## config.mk

```make
export PLATFORM = sky130hd
export DESIGN_NAME = spi_regfile_rw
export DESIGN_NICKNAME = d
export VERILOG_FILES = /design/src/rtl/spi_regs_pkg.sv /design/src/rtl/edge_detect.sv /design/src/rtl/spi_regfile_rw.sv
export SDC_FILE = /design/constraint.sdc
export NUM_CORES = 1
export LEC_CHECK = 0
export ABC_AREA = 1
export CAP_MARGIN = 10
export CORE_AREA = 5 5 100 102
export CTS_CLUSTER_SIZE = 10
export DETAILED_ROUTE_END_ITERATION = 6
export DIE_AREA = 0 0 105 107
export GPL_TIMING_DRIVEN = 0
export PLACE_DENSITY = 0.76
export SYNTH_ARGS = -nofsm -noshare
export SYNTH_HDL_FRONTEND = slang
export SYNTH_SLANG_ARGS = --single-unit
```

## constraint.sdc

```tcl
create_clock -name clk -period 7.5 [get_ports clk]
set_input_delay 1.125 -clock clk [delete_from_list [all_inputs] [get_ports clk]]
set_output_delay 1.125 -clock clk [all_outputs]
set_load 0.01 [all_outputs]
```

## src/rtl/spi_regs_pkg.sv

```systemverilog
// spi_regs_pkg: shared constants and types for the SPI register-bank target.
//   Address map, frame length, status bit positions and the FSM state encoding.
package spi_regs_pkg;
    localparam logic [6:0] ADDR_EN_OUT_LO = 7'h00;
    localparam logic [6:0] ADDR_EN_OUT_HI = 7'h01;
    localparam logic [6:0] ADDR_EN_PWM_LO = 7'h02;
    localparam logic [6:0] ADDR_EN_PWM_HI = 7'h03;
    localparam logic [6:0] ADDR_DUTY      = 7'h04;
    localparam logic [6:0] ADDR_STATUS    = 7'h05;

    localparam int FRAME_BITS = 16;

    localparam int ST_SHORT = 0;
    localparam int ST_LONG  = 1;
    localparam int ST_BAD   = 2;

    typedef enum logic [1:0] {ARM, IDLE, ACTIVE} state_t;
endpackage

```

## src/rtl/edge_detect.sv

```systemverilog
// edge_detect: one-register edge detector for an already-synchronized signal.
//   clk, rst : system clock, asynchronous active-high reset
//   d        : synchronized input
//   rise     : d=1 while the previous sample was 0
//   fall     : d=0 while the previous sample was 1
//   RST_VAL  : value the previous-sample register takes during reset
module edge_detect #(
    parameter logic RST_VAL = 1'b1
) (
    input  logic clk,
    input  logic rst,
    input  logic d,
    output logic rise,
    output logic fall
);
    logic prev;

    always_ff @(posedge clk or posedge rst)
        if (rst) prev <= RST_VAL;
        else     prev <= d;

    assign rise = d & ~prev;
    assign fall = ~d & prev;
endmodule

```

## src/rtl/spi_regfile_rw.sv

```systemverilog
// spi_regfile_rw: mode-0 SPI target holding the PWM configuration registers.
//   clk, rst          : system clock, asynchronous active-high reset
//   sclk_s/copi_s/ncs_s : synchronized SPI inputs (nCS active low)
//   cipo, cipo_oe     : read-back data and its drive enable
//   en_reg_* / pwm_duty_cycle : registers at addresses 0x00..0x04
//   wr_strobe, wr_addr : one-cycle pulse and address of each committed write
//   Frame: bit15 R/W (1=write), bits14:8 address, bits7:0 data, MSB first.
module spi_regfile_rw
    import spi_regs_pkg::*;
#(
    parameter logic [6:0] MAX_ADDR   = 7'h05,
    parameter int         FRAME_BITS = 16
) (
    input  logic       clk,
    input  logic       rst,
    input  logic       sclk_s,
    input  logic       copi_s,
    input  logic       ncs_s,
    output logic       cipo,
    output logic       cipo_oe,
    output logic [7:0] en_reg_out_7_0,
    output logic [7:0] en_reg_out_15_8,
    output logic [7:0] en_reg_pwm_7_0,
    output logic [7:0] en_reg_pwm_15_8,
    output logic [7:0] pwm_duty_cycle,
    output logic       wr_strobe,
    output logic [6:0] wr_addr
);
    localparam logic [4:0] FULL = 5'(FRAME_BITS);
    localparam logic [4:0] SAT  = 5'(FRAME_BITS + 1);

    state_t      state;
    logic [15:0] shift;
    logic [4:0]  cnt;
    logic [7:0]  shadow;
    logic [2:0]  status;
    logic [7:0]  rd_data;
    logic        sclk_rise, sclk_fall, ncs_rise, ncs_fall;

    wire  [6:0]  addr = shift[14:8];
    wire  [7:0]  data = shift[7:0];

    edge_detect #(.RST_VAL(1'b1)) u_sclk (
        .clk(clk), .rst(rst), .d(sclk_s), .rise(sclk_rise), .fall(sclk_fall)
    );
    edge_detect #(.RST_VAL(1'b1)) u_ncs (
        .clk(clk), .rst(rst), .d(ncs_s), .rise(ncs_rise), .fall(ncs_fall)
    );

    // After 8 bits the address sits in shift[6:0] and R/W in shift[7].
    always_comb begin
        rd_data = 8'h00;
        case (shift[6:0])
            ADDR_EN_OUT_LO: rd_data = en_reg_out_7_0;
            ADDR_EN_OUT_HI: rd_data = en_reg_out_15_8;
            ADDR_EN_PWM_LO: rd_data = en_reg_pwm_7_0;
            ADDR_EN_PWM_HI: rd_data = en_reg_pwm_15_8;
            ADDR_DUTY:      rd_data = pwm_duty_cycle;
            ADDR_STATUS:    rd_data = {5'b0, status};
            default:        rd_data = 8'h00;
        endcase
    end

    always_ff @(posedge clk or posedge rst) begin
        if (rst) begin
            state           <= ARM;
            shift           <= '0;
            cnt             <= '0;
            shadow          <= '0;
            cipo_oe         <= 1'b0;
            status          <= '0;
            wr_strobe       <= 1'b0;
            wr_addr         <= '0;
            en_reg_out_7_0  <= '0;
            en_reg_out_15_8 <= '0;
            en_reg_pwm_7_0  <= '0;
            en_reg_pwm_15_8 <= '0;
            pwm_duty_cycle  <= '0;
        end else begin
            wr_strobe <= 1'b0;
            case (state)
                // Never join a transfer that was already running at reset release.
                ARM: if (ncs_s) state <= IDLE;
                IDLE: if (ncs_fall) begin
                    shift <= '0;
                    cnt   <= '0;
                    state <= ACTIVE;
                end
                ACTIVE: begin
                    if (ncs_rise) begin
                        state   <= IDLE;
                        cipo_oe <= 1'b0;
                        shadow  <= '0;
                        if (cnt == FULL && shift[15]) begin
                            if (addr > MAX_ADDR) begin
                                status[ST_BAD] <= 1'b1;
                            end else begin
                                wr_strobe <= 1'b1;
                                wr_addr   <= addr;
                                case (addr)
                                    ADDR_EN_OUT_LO: en_reg_out_7_0  <= data;
                                    ADDR_EN_OUT_HI: en_reg_out_15_8 <= data;
                                    ADDR_EN_PWM_LO: en_reg_pwm_7_0  <= data;
                                    ADDR_EN_PWM_HI: en_reg_pwm_15_8 <= data;
                                    ADDR_DUTY:      pwm_duty_cycle  <= data;
                                    default:        status          <= status & ~data[2:0];
                                endcase
                            end
                        end else if (cnt == SAT) begin
                            status[ST_LONG] <= 1'b1;
                        end else if (cnt != 5'd0 && cnt != FULL) begin
                            status[ST_SHORT] <= 1'b1;
                        end
                    end else begin
                        if (sclk_rise) begin
                            shift <= {shift[14:0], copi_s};
                            cnt   <= (cnt == SAT) ? cnt : cnt + 5'd1;
                        end
                        if (sclk_fall) begin
                            if (cnt == 5'd8 && !shift[7]) begin
                                shadow  <= rd_data;
                                cipo_oe <= 1'b1;
                            end else if (cipo_oe) begin
                                shadow <= {shadow[6:0], 1'b0};
                            end
                        end
                    end
                end
                default: state <= ARM;
            endcase
        end
    end

    assign cipo = cipo_oe & shadow[7];
endmodule

```

== Yosys cells after proc, flatten, opt, wreduce, memory -nomap -nowiden ==
Cells that the tools add are included.

* Flip-flop bits (word level): 85
* Input bits: 5
* Output and inout bits: 50

* Add/sub/neg operators: 1
* Magnitude comparators: 1
* Eq/ne operators: 25
* Muxes and demuxes: 32
* Bitwise operators: 12
* Reduce and logical (&&, ||, !) cells: 29

{| class="wikitable"
|+ Operator list
! operator !! count
|-
| two-way mux 16 bit || 3
|-
| one-hot mux 8 bit (6 select lines) || 1
|-
| AND reduction 5 bit || 7
|-
| two-way mux 8 bit || 4
|-
| one-hot mux 16 bit (2 select lines) || 1
|-
| equality test 7 x 2 -> 1 bit, second input constant || 4
|-
| equality test 7 x 3 -> 1 bit, second input constant || 3
|-
| two-way mux 5 bit || 4
|-
| inequality test 2 bit, second input constant || 9
|-
| equality test 7 x 1 -> 1 bit, second input constant || 2
|-
| zero test 7 bit || 2
|-
| AND reduction 4 bit || 3
|-
| two-way mux 1 bit || 11
|-
| equality test 5 bit, second input constant || 2
|-
| two-way mux 2 bit || 5
|-
| one-hot mux 5 bit (2 select lines) || 1
|-
| nonzero test 2 bit || 5
|-
| AND reduction 3 bit || 3
|-
| greater-than comparator 7 x 3 -> 1 bit, second input constant || 1
|-
| one-hot mux 2 bit (3 select lines) || 1
|-
| AND reduction 6 bit || 1
|-
| adder 5 x 1 -> 5 bit, second input constant || 1
|-
| bitwise AND 1 bit || 5
|-
| equality test 5 x 4 -> 1 bit, second input constant || 1
|-
| 14 further kinds || 20
|}

== Depth between registers and ports, before layout ==
Gate-level depths: netlist of the first run.

* Depth in word-level cells: 5
* Gate-level depth with buffers: 11
* Depth with buffers taken out: 10

== By module ==
From an unflattened synthesis of the first run, not the netlist that was laid out.

* Cells, all modules: 534
* Area total of the unflattened synthesis: 4344.2 µm²

{| class="wikitable"
|+ By module, submodules not included
! module !! instances !! cells each !! area an instance (µm²) !! sequential area each (µm²)
|-
| spi_regfile_rw || 1 || 522 || 4254.1 || 2077.0
|-
| edge_detect || 2 || 6 || 45.0 || 26.3
|}

== Worst setup path after synthesis of the first run ==
No wires, ideal clock.

* Path kind: input to register
* Start: input ncs_s
* End: register pwm_duty_cycle[1]
* Library setup time: 126 ps
* Arrival: 2065 ps
* Data required time: 7374 ps
* Path slack: 5309 ps
* Stages: 8
* Cells stage by stage: inv_1 nor2_2 inv_2 nor2_4 nand3_2 buf_6 nand2_1 o21ai_1

* Word-level cells in the longest chain between the ends: 2

{| class="wikitable"
|+ RTL lines
! what !! line !! source
|-
| start, declared || spi_regfile_rw.sv:18 || <nowiki>input logic ncs_s,</nowiki>
|-
| bitwise AND 1 bit || edge_detect.sv:22 || <nowiki>assign rise = d & ~prev;</nowiki>
|-
| AND reduction 5 bit (no line) || - ||
|-
| end signal, assigned || spi_regfile_rw.sv:105 || <nowiki>ADDR_DUTY: pwm_duty_cycle <= data;</nowiki>
|-
| end, declared || spi_regfile_rw.sv:25 || <nowiki>output logic [7:0] pwm_duty_cycle,</nowiki>
|}

Every way passes these cells.
A chain may end at the register's enable or synchronous reset.

== Worst setup path after layout of the first run ==
* Start: input ncs_s
* End: register shift[4]

* Word-level cells in the longest chain between the ends: 4
* Elaborated cells between the ends (all ways): 6
* Classes of those cells: eq/ne: 2; bitwise: 3; reduce/logical: 1

{| class="wikitable"
|+ RTL lines
! what !! line !! source
|-
| NOT 1 bit || edge_detect.sv:23 || <nowiki>assign fall = ~d & prev;</nowiki>
|-
| bitwise AND 1 bit || edge_detect.sv:23 ||
|-
| inequality test 2 bit (no line) || - ||
|-
| AND reduction 4 bit (no line) * || - ||
|-
| end signal, assigned || spi_regfile_rw.sv:116 || <nowiki>shift <= {shift[14:0], copi_s};</nowiki>
|-
| end, declared || spi_regfile_rw.sv:33 || <nowiki>logic [15:0] shift;</nowiki>
|}

Mark *: on every way between the ends. The rest lies on a longest branch, timed or not.

==> results of run 1 <==
==> stage by stage <==
stage	power, mW	utilization, %	cells	hold WS, ps	worst slack [ps]
after CTS	1.01	58.5	719	501	4880
after floorplan	0.604	-	537	442	4180
after detailed placement	0.650	56.1	703	481	4510
after global placement	0.642	55.7	702	478	2920
final	1.01	58.5	719	501	4880
after global routing	1.05	58.5	719	534	4720
==> synthesized netlist by cell type <==
cell / count / area [um^2]
nand2_1: 133 / 499
dfrtp_1: 83 / 2080
nand3_1: 80 / 400
inv_1: 61 / 229
nor2_1: 51 / 191
o21ai_0: 45 / 225
o21ai_1: 12 / 60.1
o21ai_2: 8 / 70.1
a21oi_1: 6 / 30.0
buf_2: 6 / 30.0
buf_6: 6 / 67.6
inv_2: 5 / 18.8
nor2_4: 4 / 45.0
a21oi_2: 3 / 26.3
clkbuf_1: 3 / 11.3
ha_1: 3 / 37.5
nand2_2: 3 / 18.8
nand2_4: 3 / 33.8
nand3_2: 3 / 30.0
nand4_1: 3 / 18.8
nor2_2: 3 / 18.8
dfstp_2: 2 / 52.6
nand3_4: 2 / 35.0
nor2_8: 2 / 40.0
xor2_1: 2 / 17.5
nand3b_4: 1 / 20.0
nand4_4: 1 / 21.3
o211ai_1: 1 / 7.51
o21bai_1: 1 / 7.51
xnor2_1: 1 / 8.76
==> state kept, by name (all words and copies together), names as in the netlist, 5 cells and up <==
register and count:
shift 16, en_reg_out_15_8 8, en_reg_out_7_0 8, en_reg_pwm_15_8 8, en_reg_pwm_7_0 8, pwm_duty_cycle 8
shadow 8, wr_addr 7, cnt 5
==> where the power goes <==
part / total (mW) / switching, mW / internal, mW
logic: 0.162 / 0.124 / 0.0383
clock network: 0.363 / 0.174 / 0.189
registers: 0.480 / 0.0108 / 0.469
==> critical path, stage by stage <==
cell and delay, ps:
clkdlybuf4s50_1 450, inv_1 100, nor2_2 60, inv_2 190, nand2_1 130, a21oi_2 280
clkbuf_1 360, o21ai_0 140
==> worst paths after layout <==
check                               to       start
max reg2reg                  shadow[2]    shift[0]
min                         wr_addr[6]  wr_addr[6]
max                           shift[4]       ncs_s
min reg2reg                 wr_addr[6]  wr_addr[6]
min in group asynchronous    shift[14]         rst
max in group asynchronous  u_sclk.prev         rst
==> final cells by class <==
cell class                      instances  area share (%)
Tap cell                              111            2.63
Clock buffer                            9            2.35
Timing Repair Buffer                   55            10.8
Inverter                               66            4.74
Sequential cell                        85            40.3
Buffer                                 15            2.06
Clock inverter                          7            1.87
Multi-Input combinational cell        371            35.3
==> cell families (layout without fill, tap and decap cells) <==
group	count (synthesis)	in the layout
AOI/OAI and AO/OA	76	76
xor gates and xnor gates	3	3
adders and majority gates	3	3
buffers and inverters	81	152
DFF	85	85
and+or+nand+nor	289	289
==> routing by layer <==
metal	global-route usage [%]	share of wire, %
met1	28.1	45
met2	32.4	48
met3	2.77	5.0
met4	6.58	1.7
met5	0	0
==> results.sh, run 1 <==
export IMPL_port_buffers=54
export IMPL_irDropWorstVdd_mv=0.0975
export IMPL_most_common_cell_after_layout_fill_and_taps_aside="nand2_1"
export IMPL_whs_path_depth=2
export IMPL_drtAntennaViolNets=0
export IMPL_routed_via_count=3865
export IMPL_routed_via_density=5.38
export IMPL_wire_length_of_the_first_global_routing_pass_um=18500
export IMPL_drv_slew=0
export IMPL_firstDrtPassIters=5
export IMPL_netlist_instances=537
export IMPL_sequential_cell_area_um2=2130
export IMPL_cp_arrival_ps=2840
export IMPL_min_period_over_period_pct=35.0
export IMPL_synth_avg_cell_area_um2=8.10
export IMPL_clock_tree_buffer_depth=2
export IMPL_detailedPlacementHpwl_um=7990
export IMPL_cts_resized=0
export IMPL_cap_violations=0
export IMPL_final_cell_area_um2=5280
export IMPL_clock_latency_ps=350
export IMPL_yosys_warnings=0
export IMPL_number_of_antenna_violations_at_the_first_check_in_global_routing=0
export IMPL_drc=0
export IMPL_worst_r2r_setup_slack_ps=5580
export IMPL_setup_tns_ps=0
export IMPL_synth_cell_area_um2=4350
export IMPL_overflow=0
export IMPL_clk_pin_slew_worst_paths_ps=90
export IMPL_setup_violations=0
export IMPL_combinational_family_with_the_most_area_after_synthesis="simple AND/OR/NAND/NOR gates"
export IMPL_worst_clock_skew_ps=12.5
export IMPL_cts_root_buffer="clkbuf_8"
export IMPL_synth_seq_area_share_pct=49.0
export IMPL_slew_limit_headroom_pct=58.4
export IMPL_wl_per_cell_um=15.3
export IMPL_htreeDepth=3
export IMPL_die_area_um2=11200
export IMPL_tritoncts="done"
export IMPL_place_congestion=0.861
export IMPL_timing_critical_path_fanout_max=10
export IMPL_clock_sink_count=85
export IMPL_timing_fmax_mhz=381
export IMPL_grt_setup_unrepaired="false"
export IMPL_hold_path_class="register to register"
export IMPL_initial_detailed_routing_violation_count=314
export IMPL_place_area_um2=5060
export IMPL_synthSimpleGateAreaFrac_pct=31.6
export IMPL_grt_pass1_vias=3746
export IMPL_multiInputGateArea_um2=1860
export IMPL_p_leak_nw=2.53
export IMPL_yosys_area_share_xor_xnor_pct=0.604
export IMPL_boundaryPins=55
export IMPL_finish_net_count=611
export IMPL_post_cts_setup_buffer_count=0
export IMPL_design_core_area_um2=9020
export IMPL_synthDistinctLibCells=30
export IMPL_largest_net_degree_at_the_start_of_global_routing=63
export IMPL_cp_start_kind="primary input"
export IMPL_finalCriticalPeriod_ps=2620
export IMPL_outcome="finished, final reports clean"
export IMPL_yosys_area_share_adder_pct=0.863
export IMPL_worst_pin_slew_ps=621
export IMPL_fp_row_count=35
export IMPL_die_height_um=107
export IMPL_die_w_um=105
export IMPL_worst_setup_path_end_kind="register"
export IMPL_worst_ep_required_time_ps=7720
export IMPL_hold_viol_final=0
export IMPL_timing_setup_critical_path_class="primary input to register"
export IMPL_wirelength_routed_um=11000
export IMPL_holdBufCountCts=0
export IMPL_synthesis_nets=545
export IMPL_synth_compound_area_share_pct=9.81
export IMPL_ff2ff_path_depth=9
export IMPL_post_synthesis_mux_area_share_pct=0
export IMPL_diodes=0
export IMPL_n_fill_cell=812
export IMPL_cts_inserted_buffers=9
export IMPL_final_cell_mix="nand2_1 (133), dfrtp_1 (83), nand3_1 (80), inv_1 (60), clkdlybuf4s50_1 (54)"
export IMPL_pwr_density_cell_nw_per_um2=190
export IMPL_synth_seq_cells=85
export IMPL_initial_standard_cell_utilization_of_the_core_pct=48.2
export IMPL_global_route_usage_total_pct=20.1
export IMPL_area_growth_syn_to_layout_pct=21.4
export IMPL_drive_above_1_share_pct=11.5
No activity file was read; power rests on OpenSTA's default activity.
==> run 2, diff against run 1 <==
- PLACE_DENSITY: 0.76 -> 0.78
- clock period: 7.5 -> 2.34 ns (I/O delays scaled with it)
==> run 2 against run 1 <==
- routed wire length fell by 0.27%
- combinational power grew to 3.2 times the previous value
- core utilization increased by 0.22 points
- sequential share of layout area shrank 0.15 points
- power grew to 3.2 times the previous value
- register-to-register slack lost 5200 ps
- clock-buffer cell count unchanged
- clock power rose to 3.2 times the previous value
- cell count up 0.14%
- critical path type is now register to register
- critical endpoint is now shadow[5]
- largest power group unchanged
==> results.sh, run 2 (synthesis gave the netlist of run 1 again) <==
export IMPL_place_area_um2=5080
export IMPL_p_leak_nw=2.53
export IMPL_drive_above_1_share_pct=11.7
export IMPL_drv_slew=0
export IMPL_irDropWorstVdd_mv=0.345
export IMPL_finalCriticalPeriod_ps=1960
export IMPL_timing_fmax_mhz=510
export IMPL_worst_clock_skew_ps=12.2
export IMPL_largest_register_by_flop_count="shift"
export IMPL_grtUsageMet1_pct=27.0
export IMPL_cts_root_buffer="clkbuf_8"
export IMPL_holdBufCountCts=0
export IMPL_slew_limit_headroom_pct=60.3
export IMPL_routed_via_count=3896
export IMPL_design_power_total_mw=3.22
export IMPL_clock_tree_buffer_depth=2
export IMPL_die_area_um2=11200
export IMPL_post_cts_setup_buffer_count=0
export IMPL_largest_register_ff_count=16
export IMPL_cp_start_kind="register"
export IMPL_grt_pass1_vias=3804
export IMPL_drc=0
export IMPL_finalHoldWorstSlack_ps=384
export IMPL_timing_critical_path_fanout_max=10
export IMPL_wire_length_of_the_first_global_routing_pass_um=18300
export IMPL_clk_pin_slew_worst_paths_ps=90
export IMPL_largest_net_degree_at_the_start_of_global_routing=37
export IMPL_final_cell_mix="nand2_1 (133), dfrtp_1 (83), nand3_1 (80), inv_1 (60), clkdlybuf4s50_1 (54)"
export IMPL_outcome="finished, final reports clean"
export IMPL_most_common_cell_after_layout_fill_and_taps_aside="nand2_1"
export IMPL_detailedPlacementHpwl_um=7950
export IMPL_place_congestion=0.887
export IMPL_port_buffers=54
export IMPL_initial_standard_cell_utilization_of_the_core_pct=48.2
export IMPL_die_w_um=105
export IMPL_routed_via_density=5.41
export IMPL_place_detailed_instances=704
export IMPL_design_core_area_um2=9020
export IMPL_setup_violations=0
export IMPL_wirelength_routed_um=11000
export IMPL_cts_inserted_buffers=9
export IMPL_hold_viol_final=0
export IMPL_finish_net_count=612
export IMPL_htreeDepth=3
export IMPL_cp_arrival_ps=2260
export IMPL_clock_sink_count=85
export IMPL_wl_per_cell_um=15.3
export IMPL_timing_setup_critical_path_class="register to register"
export IMPL_number_of_antenna_violations_at_the_first_check_in_global_routing=0
export IMPL_min_period_over_period_pct=83.8
export IMPL_pwr_density_cell_nw_per_um2=608
export IMPL_drtAntennaViolNets=0
export IMPL_cts_resized=0
export IMPL_setup_tns_ps=0
export IMPL_fp_row_count=35
export IMPL_final_cell_count_no_fill=720
export IMPL_final_cell_area_um2=5300
export IMPL_global_route_usage_total_pct=20.1
export IMPL_area_growth_syn_to_layout_pct=21.9
export IMPL_worst_pin_slew_ps=594
export IMPL_initial_detailed_routing_violation_count=301
export IMPL_hold_path_class="primary input to asynchronous set/reset pin"
export IMPL_met3_usage_pct=4.39
export IMPL_die_height_um=107
export IMPL_tritoncts="done"
export IMPL_cap_violations=0
export IMPL_global_route_usage_met2_pct=32.2
export IMPL_worst_ep_required_time_ps=2640
export IMPL_worst_setup_path_end_kind="register"
export IMPL_firstDrtPassIters=5
export IMPL_diodes=0
export IMPL_overflow=0
export IMPL_grt_setup_unrepaired="false"
export IMPL_clock_latency_ps=360
export IMPL_grt_most_used_layer="met2"
export IMPL_boundaryPins=55
run 2: changes by cell type in the layout (fill, tap and decap cells not counted), sizes merged:
cell | previous run | this run
buf | 13 | 14
clkinvlp | 1 | 3
clkinv | 3 | 1
run 2: final cells by class:
type,instances,area [um^2]
fill,790,3720
clock buffer,9,124
sequential,85,2130
timing repair buffer,56,588
buffer,15,109
multi-input combinational,371,1860
clock inverter,7,97.6
tap,111,139
inverter,66,251
run 2: per-layer routing:
layer / share of wire [%] / vias up
met5: 0 / -
met4: 1.8 / 0
met3: 7.2 / 18
met2: 48 / 140
met1: 43 / 1878
li1: - / 1860
run 2: through the flow:
step	utilization (%)	worst slack, ps
after floorplan	-	692
after global routing	58.8	217
final	58.8	379
after detailed placement	56.3	138
after global placement	55.8	113
after CTS	58.8	432
run 2: worst max-delay path: stages, from the launching register on:
cell and delay [ps]:
dfrtp_1 390, inv_1 290, nand2_1 110, nor2_2 140, clkbuf_1 420, nand3_1 160
nand2_1 110, inv_1 80, nand2_1 90, nand2_1 60, nand2_1 80
run 2: path summary, 6_finish.rpt:
path                       slack (ps)          end  cells after the start      start
min in group clk                  430  u_sclk.prev                      1     sclk_s
setup / recovery                  380    shadow[5]                     10   shift[4]
max in group asynchronous        1120  u_sclk.prev                      4        rst
hold reg to reg                   500    status[1]                      2  status[1]
setup reg to reg                  380    shadow[5]                     10   shift[4]
hold / removal                    380   wr_addr[0]                      2        rst
run 2: power by group:
part           switching, mW  internal (mW)  leakage (nW)  total [mW]
registers             0.0337           1.50          1.16        1.54
clock network          0.563          0.607         0.106        1.17
logic                  0.390          0.126          1.27       0.516
